**src/rtl/rvga_mem_arbiter.sv**
```systemverilog
// Merges the instruction-fetch and data ports onto one word-wide DDR request channel.
// Sub-word data writes run as read, merge, then full-word write.
module rvga_mem_arbiter #(
  parameter logic ROUND_ROBIN = 1'b1
) (
  input  logic        clk,
  input  logic        rst_n,
  input  logic [31:0] i_addr,
  input  logic        i_read,
  output logic [31:0] i_rdata,
  output logic        i_resp,
  input  logic [31:0] d_addr,
  input  logic        d_read,
  input  logic        d_write,
  input  logic [3:0]  d_wmask,
  input  logic [31:0] d_wdata,
  output logic [31:0] d_rdata,
  output logic        d_resp,
  output logic [31:0] ddr_addr,
  output logic        ddr_read,
  output logic        ddr_write,
  output logic [31:0] ddr_wdata,
  input  logic [31:0] ddr_rdata,
  input  logic        ddr_resp
);

  localparam logic [2:0] IDLE  = 3'd0;
  localparam logic [2:0] RD    = 3'd1;
  localparam logic [2:0] MERGE = 3'd2;
  localparam logic [2:0] WR    = 3'd3;
  localparam logic [2:0] DONE  = 3'd4;

  logic [2:0]  state;
  logic        last_d;
  logic        gnt_d;
  logic        op_wr;
  logic [3:0]  mask_q;
  logic [31:0] wdata_q;
  logic [31:0] rdata_q;

  logic        d_req;
  logic        pick_d;
  logic        sel_wr;
  logic [31:0] sel_addr;

  function automatic logic [31:0] merge_bytes(input logic [31:0] old_w,
                                              input logic [31:0] new_w,
                                              input logic [3:0]  mask);
    logic [31:0] r;
    r = old_w;
    for (int b = 0; b < 4; b++) begin
      if (mask[b]) r[8*b +: 8] = new_w[8*b +: 8];
    end
    return r;
  endfunction

  // Tie-break: round-robin favours the port not served last; fixed mode favours data.
  always_comb begin
    d_req  = d_read | d_write;
    pick_d = d_req;
    if (d_req && i_read) pick_d = ROUND_ROBIN ? ~last_d : 1'b1;
    sel_wr   = pick_d & d_write;
    sel_addr = pick_d ? d_addr : i_addr;
  end

  always_ff @(posedge clk or negedge rst_n) begin
    if (!rst_n) begin
      state     <= IDLE;
      last_d    <= 1'b1;
      gnt_d     <= 1'b0;
      op_wr     <= 1'b0;
      ddr_addr  <= 32'h0;
      ddr_read  <= 1'b0;
      ddr_write <= 1'b0;
      ddr_wdata <= 32'h0;
      i_resp    <= 1'b0;
      d_resp    <= 1'b0;
      i_rdata   <= 32'h0;
      d_rdata   <= 32'h0;
    end else begin
      i_resp <= 1'b0;
      d_resp <= 1'b0;
      case (state)
        IDLE: begin
          if (i_read || d_req) begin
            gnt_d    <= pick_d;
            op_wr    <= sel_wr;
            ddr_addr <= sel_addr & 32'hFFFF_FFFC;
            if (!sel_wr) begin
              state    <= RD;
              ddr_read <= 1'b1;
            end else if (d_wmask == 4'hF) begin
              state     <= WR;
              ddr_write <= 1'b1;
              ddr_wdata <= d_wdata;
            end else if (d_wmask == 4'h0) begin
              state <= DONE;
            end else begin
              state    <= RD;
              ddr_read <= 1'b1;
            end
          end
        end
        RD: begin
          if (ddr_resp) begin
            ddr_read <= 1'b0;
            state    <= op_wr ? MERGE : DONE;
          end
        end
        // Strobe-free cycle; doubles as the idle gap before the write.
        MERGE: begin
          ddr_wdata <= merge_bytes(rdata_q, wdata_q, mask_q);
          ddr_write <= 1'b1;
          state     <= WR;
        end
        WR: begin
          if (ddr_resp) begin
            ddr_write <= 1'b0;
            state     <= DONE;
          end
        end
        DONE: begin
          if (gnt_d) begin
            d_resp  <= 1'b1;
            d_rdata <= rdata_q;
          end else begin
            i_resp  <= 1'b1;
            i_rdata <= rdata_q;
          end
          last_d <= gnt_d;
          state  <= IDLE;
        end
        default: state <= IDLE;
      endcase
    end
  end

  // Datapath captures carry no reset; they are always written before use.
  always_ff @(posedge clk) begin
    if (state == IDLE) begin
      mask_q  <= d_wmask;
      wdata_q <= d_wdata;
    end
    if (state == RD && ddr_resp) rdata_q <= ddr_rdata;
  end

endmodule
```
**config.mk**
```make
export PLATFORM = sky130hd
export DESIGN_NAME = rvga_mem_arbiter
export DESIGN_NICKNAME = d
export VERILOG_FILES = /design/src/rtl/rvga_mem_arbiter.sv
export SDC_FILE = /design/constraint.sdc
export NUM_CORES = 1
export LEC_CHECK = 0
export ABC_CLOCK_PERIOD_IN_PS = 3850
export BUFFER_PORTS_ARGS = -buffer_cell sky130_fd_sc_hd__buf_2
export CORE_MARGIN = 4
export CORE_UTILIZATION = 45
export DETAILED_ROUTE_END_ITERATION = 8
export PLACE_DENSITY = 0.72
export SETUP_SLACK_MARGIN = 0.05
export SLEW_MARGIN = 20
export SYNTH_ARGS = -nofsm -noshare
export SYNTH_HDL_FRONTEND = slang
export SYNTH_SLANG_ARGS = --single-unit
```
**constraint.sdc**
```tcl
create_clock -name clk -period 3.85 [get_ports clk]
set_clock_uncertainty 0.2 [all_clocks]
set_input_delay 0.5775 -clock clk [delete_from_list [all_inputs] [get_ports clk]]
set_output_delay 0.5775 -clock clk [all_outputs]
set_load 0.02 [all_outputs]
```
* Word-level counts from Yosys, hierarchy flattened
Cells that the tools add are included.
** Word-level totals
- Word-level logic and storage cells :: 78
- Bits in latches :: 0
- Output and inout bits :: 132
- RAM bits :: 0
- Memories kept :: 0
- ROM bits :: 0
- Bits in registers :: 204
** Cells by class
- Eq/ne operators :: 12
- Add/subtract/negate cells :: 0
- Reductions and logical operators :: 15
- Bitwise logic cells :: 4
- Div/mod/pow operators :: 0
- Multiply operators :: 0
- Muxes and demuxes :: 32
- Shift operators :: 0
- Order comparisons :: 0
** Operators by type and width (number)
- $mux 32 :: 4
- $pmux 32 s2 :: 1
- $mux 8 :: 4
- $mux 3 :: 7
- $mux 1 :: 13
- $pmux 3 s4 :: 1
- $ne 2x2->1 const B :: 5
- $reduce_and 5->1 :: 2
- $eq 3x2->1 const B :: 2
- $ne 3x3->1 const B :: 2
- $reduce_and 2->1 :: 3
- $eq 4x4->1 const B :: 1
- $logic_not 4->1 :: 1
- $reduce_and 4->1 :: 1
- $reduce_bool 2->1 :: 2
- $eq 3x1->1 const B :: 1
- $eq 3x3->1 const B :: 1
- $logic_not 3->1 :: 1
- $pmux 1 s3 :: 1
- $reduce_and 3->1 :: 1
- $reduce_bool 3->1 :: 1
- $logic_and 1x1->1 :: 2
- $not 1->1 :: 2
- $pmux 1 s2 :: 1
- 3 further kinds :: 3

* Depth between registers and ports, before layout
- Depth after elaboration :: 7
- Gate-level depth with buffers :: 7
- Mapped depth without buffers :: 4

* Worst setup path after synthesis
OpenSTA, ideal clock, no wires.
- Path kind :: input port to flip-flop
- From :: input port ddr_resp
- To :: register rdata_q[0], enable pin
- Path slack :: 0.300 ns
- Arrival time :: 2.887 ns
- Data required time :: 3.187 ns
- Cell stages on the path :: 2
- Setup time :: 0.463 ns
- Path through :: nand2_1 > nor3_1
** On the way
- Longest elaborated chain between the ends :: 1
** Ends and longest elaborated chain
- start, declared :: RTL line 24 : input logic ddr_resp
- $logic_and 1x1->1 :: RTL line 144 : if (state == RD && ddr_resp) rdata_q <= ddr_rdata;
- end signal, assigned :: RTL line 144
- end, declared :: RTL line 39 : logic [31:0] rdata_q;
Every way passes these cells.
A chain may end at the register's enable or synchronous reset.

* Worst setup path after layout
- From :: register state[1]
- To :: register d_rdata[1]
** On the way
- Longest elaborated chain between the ends :: 2
** Ends and longest elaborated chain
- start, declared :: RTL line 33 : logic [2:0] state;
- start signal, assigned :: RTL line 107 : state <= op_wr ? MERGE : DONE;
- $eq 3x3->1 :: RTL line 83 : case (state)
- $reduce_and 2->1 (no source line)
- end signal, assigned :: RTL line 125 : d_rdata <= rdata_q;
- end, declared :: RTL line 17 : output logic [31:0] d_rdata,
Every way passes these cells.

==> qor.yml <==
setup_path:
  cp.arrival_ps: 2750
  worstSetupEndpointType: "register"
  timing.critical_path.required_ps: 4020
  rrSetupSlack_ps: 1270
  crit_path_start_kind: "register"
  regToRegStartpoint: "state[1]$_DFFE_PN0P_"
  crit_type: "reg -> reg"
  reg2regPathDepth: 4
  crit_fanout: 19
  r2r_end: "d_rdata[1]$_DFFE_PN0P_"
drt:
  ant_nets: 0
  drt-pass1-iter-count: 5
  wire_per_inst_um: 20.3
  wl_met1_mm: 8.60
  drc: 0
  highest_layer: "met5"
  wl_met2_mm: 10.3
  drt_iter0_drc: 384
  routed_wl_mm: 21.1
  met3WireLength_mm: 1.92
  via_count: 5581
  viasPerCell: 5.39
cts:
  clk_pin_slew_worst_paths_ps: 70
  cts_buffers: 22
  ctsResizeCount: 0
  cts_tree: "built"
  cts_sinks: 204
  cts_root_buffer: "clkbuf_16"
  hold_buffers: 1
  clk_path_buf_depth: 3
  htree_levels: 1
  cts_setup_buffers: 0
  clk_latency_ps: 490
power_and_ir_drop:
  pwr-share-seq: 0.413
  p_leak_nw: 4.77
  switchingPower_mw: 3.35
  p_total_mw: 9.16
  p_sw_frac: 0.365
  internal-power_mw: 5.82
  ir_drop_v: 0.000535
  power_frac_comb: 0.350
  pwr_density_cell_nw_per_um2: 889
  power_frac_clock: 0.237
timing:
  fin_crit_ps: 2580
  slew_violations: 0
  period_share: 0.671
  hold_viol: 0
  setup_viol: 0
  setup-tns-final_ps: 0
  max_freq_mhz: 387
  worst_slack_ps: 1270
  tightest_slew_ps: 866
  max-slew-margin-rel: 0.423
  rsz0062_at_grt: "no"
finish:
  antennaDiodeCount: 0
  multiInputGateArea_um2: 2380
  drive_gt1_frac: 0.473
  seq_area_um2: 5450
  nFillCells: 1387
  layout_common_cells: "buf_2 (262), dfrtp_1 (135), edfxtp_1 (68), mux2i_1 (63), a21oi_1 (62)"
  post-route-util: 0.590
  area_growth_syn_to_layout_pct: 27.4
  fin_nets: 933
  final_common_cell: "buf_2"
global_routing:
  grt-ovfl-total: 0
  grt_max_degree: 89
  grt_pass1_vias: 6080
  grtUsageTotal: 0.204
  grt_pass1_wl_mm: 33.0
  antenna_found_initial: 1
floorplanning:
  core_area_um2: 17500
  dieArea_um2: 20200
  die_y_um: 142
  initial_utilization: 0.463
  die_w_um: 142
  rows: 48
  pin_count: 270
yosys:
  syn_inst: 533
  yosysTopAreaCellShare: 0.417
  synthesis.area_um2: 8100
  synth_cell_types: 40
  synth-seq-cells: 204
  yosysWarningCount: 0
  syn_area_per_cell_um2: 15.2
  yosys.area.top_type: "dfrtp_1"
  ys_top_cells_by_area: "dfrtp_1 (42%), edfxtp_1 (25%), mux2_2 (8.1%)"
  ys_seq_area_frac: 0.673
flow_run:
  drv_cap: 0
hold_path:
  whs_endpoint: "rdata_q[4]$_DFFE_PP_"
  hp-start: "ddr_rdata[4]"
  hp-class: "in -> reg"
  hold_depth: 1
placement:
  portBuffers: 263
  gp_congestion: 0.825
  dp_slack_ps: 1290
  dp_hpwl_mm: 14.4
run_status:
  outcome: "complete, no violations"
## Yosys cell counts
library cell / number
a211oi_1: 1
a21bo_2: 1
a21boi_0: 1
a21o_1: 1
a21oi_1: 62
a221o_1: 29
a221o_2: 3
a221oi_1: 2
and2_1: 1
and4b_1: 1
buf_1: 3
buf_2: 5
buf_4: 2
buf_6: 13
clkbuf_1: 12
clkbuf_8: 2
conb_1: 1
dfrtp_1: 135
dfstp_2: 1
edfxtp_1: 68
inv_1: 7
mux2_1: 6
mux2_2: 58
mux2i_1: 63
nand2_1: 2
nand4_1: 2
nor2_1: 33
nor2_4: 2
nor3_1: 1
nor3_4: 1
nor4_1: 1
o21ai_0: 3
o21bai_1: 1
o22ai_1: 2
o2bb2ai_1: 1
o31a_4: 1
or3_1: 1
or3_4: 1
or3b_2: 2
or4_1: 1
## worst max-delay path, cell delays in order (launching register included)
cell	delay, ps
dfrtp_1	470
or3b_2	580
nor2_4	600
buf_12	250
mux2_2	350
## metrics by stage
stage	hold WS, ps	instance area (µm²)	cells
floorplan	81.9	8100	534
global placement	264	9550	995
detailed placement	270	9550	995
CTS	42.0	10300	1036
global route	36.9	10300	1036
finish	58.3	10300	1036
## per-layer routing
layer,vias to the layer above,global-route usage
li1,2510,-
met1,2804,0.267
met2,243,0.350
met3,22,0.0531
met4,2,0.0369
met5,-,0
## logic make-up (layout without fill, tap and decap cells)
kind of cell,after synthesis,count (layout),synth area share
AOI/OAI and AO/OA,108,108,0.0921
buffers and inverters,44,321,0.0366
DFF,204,204,0.673
muxes,127,127,0.167
other,1,2,0.000463
and+or+nand+nor,49,49,0.0312
## flip-flops by register name (all words and copies together) (netlist names), 3 cells and up
signal,count
state,3
wdata_q,32
rdata_q,32
ddr_addr,30
d_rdata,32
ddr_wdata,32
i_rdata,32
mask_q,4
## area by class of cell
class	count	share of cell area
multi-input combinational	286	0.231
tap	225	0.0273
timing repair buffer	274	0.138
clock buffer	27	0.0592
inverter	7	0.00255
sequential	204	0.528
clock inverter	13	0.0141
## power by group through the flow
stage               clock [mW]  sequential, mW  combinational (mW)
finish                    2.17            3.78                3.21
global route              2.32            3.89                3.45
CTS                       2.21            3.79                3.26
detailed placement           0            3.80                3.25
global placement             0            3.75                3.15
floorplan                    0            4.46                1.38
## worst max path at each step
stage,start,end,slack (ps),depth (start not counted)
CTS,state[2]$_DFFE_PN0P_,d_rdata[0]$_DFFE_PN0P_,1270,4
finish,state[1]$_DFFE_PN0P_,d_rdata[1]$_DFFE_PN0P_,1270,4
global placement,state[1]$_DFFE_PN0P_,d_rdata[15]$_DFFE_PN0P_,1350,4
floorplan,ddr_resp,rdata_q[0]$_DFFE_PP_,300,2
detailed placement,state[1]$_DFFE_PN0P_,d_rdata[0]$_DFFE_PN0P_,1290,4
global route,state[2]$_DFFE_PN0P_,d_rdata[13]$_DFFE_PN0P_,1200,4
No activity file was read; power rests on OpenSTA's default activity.
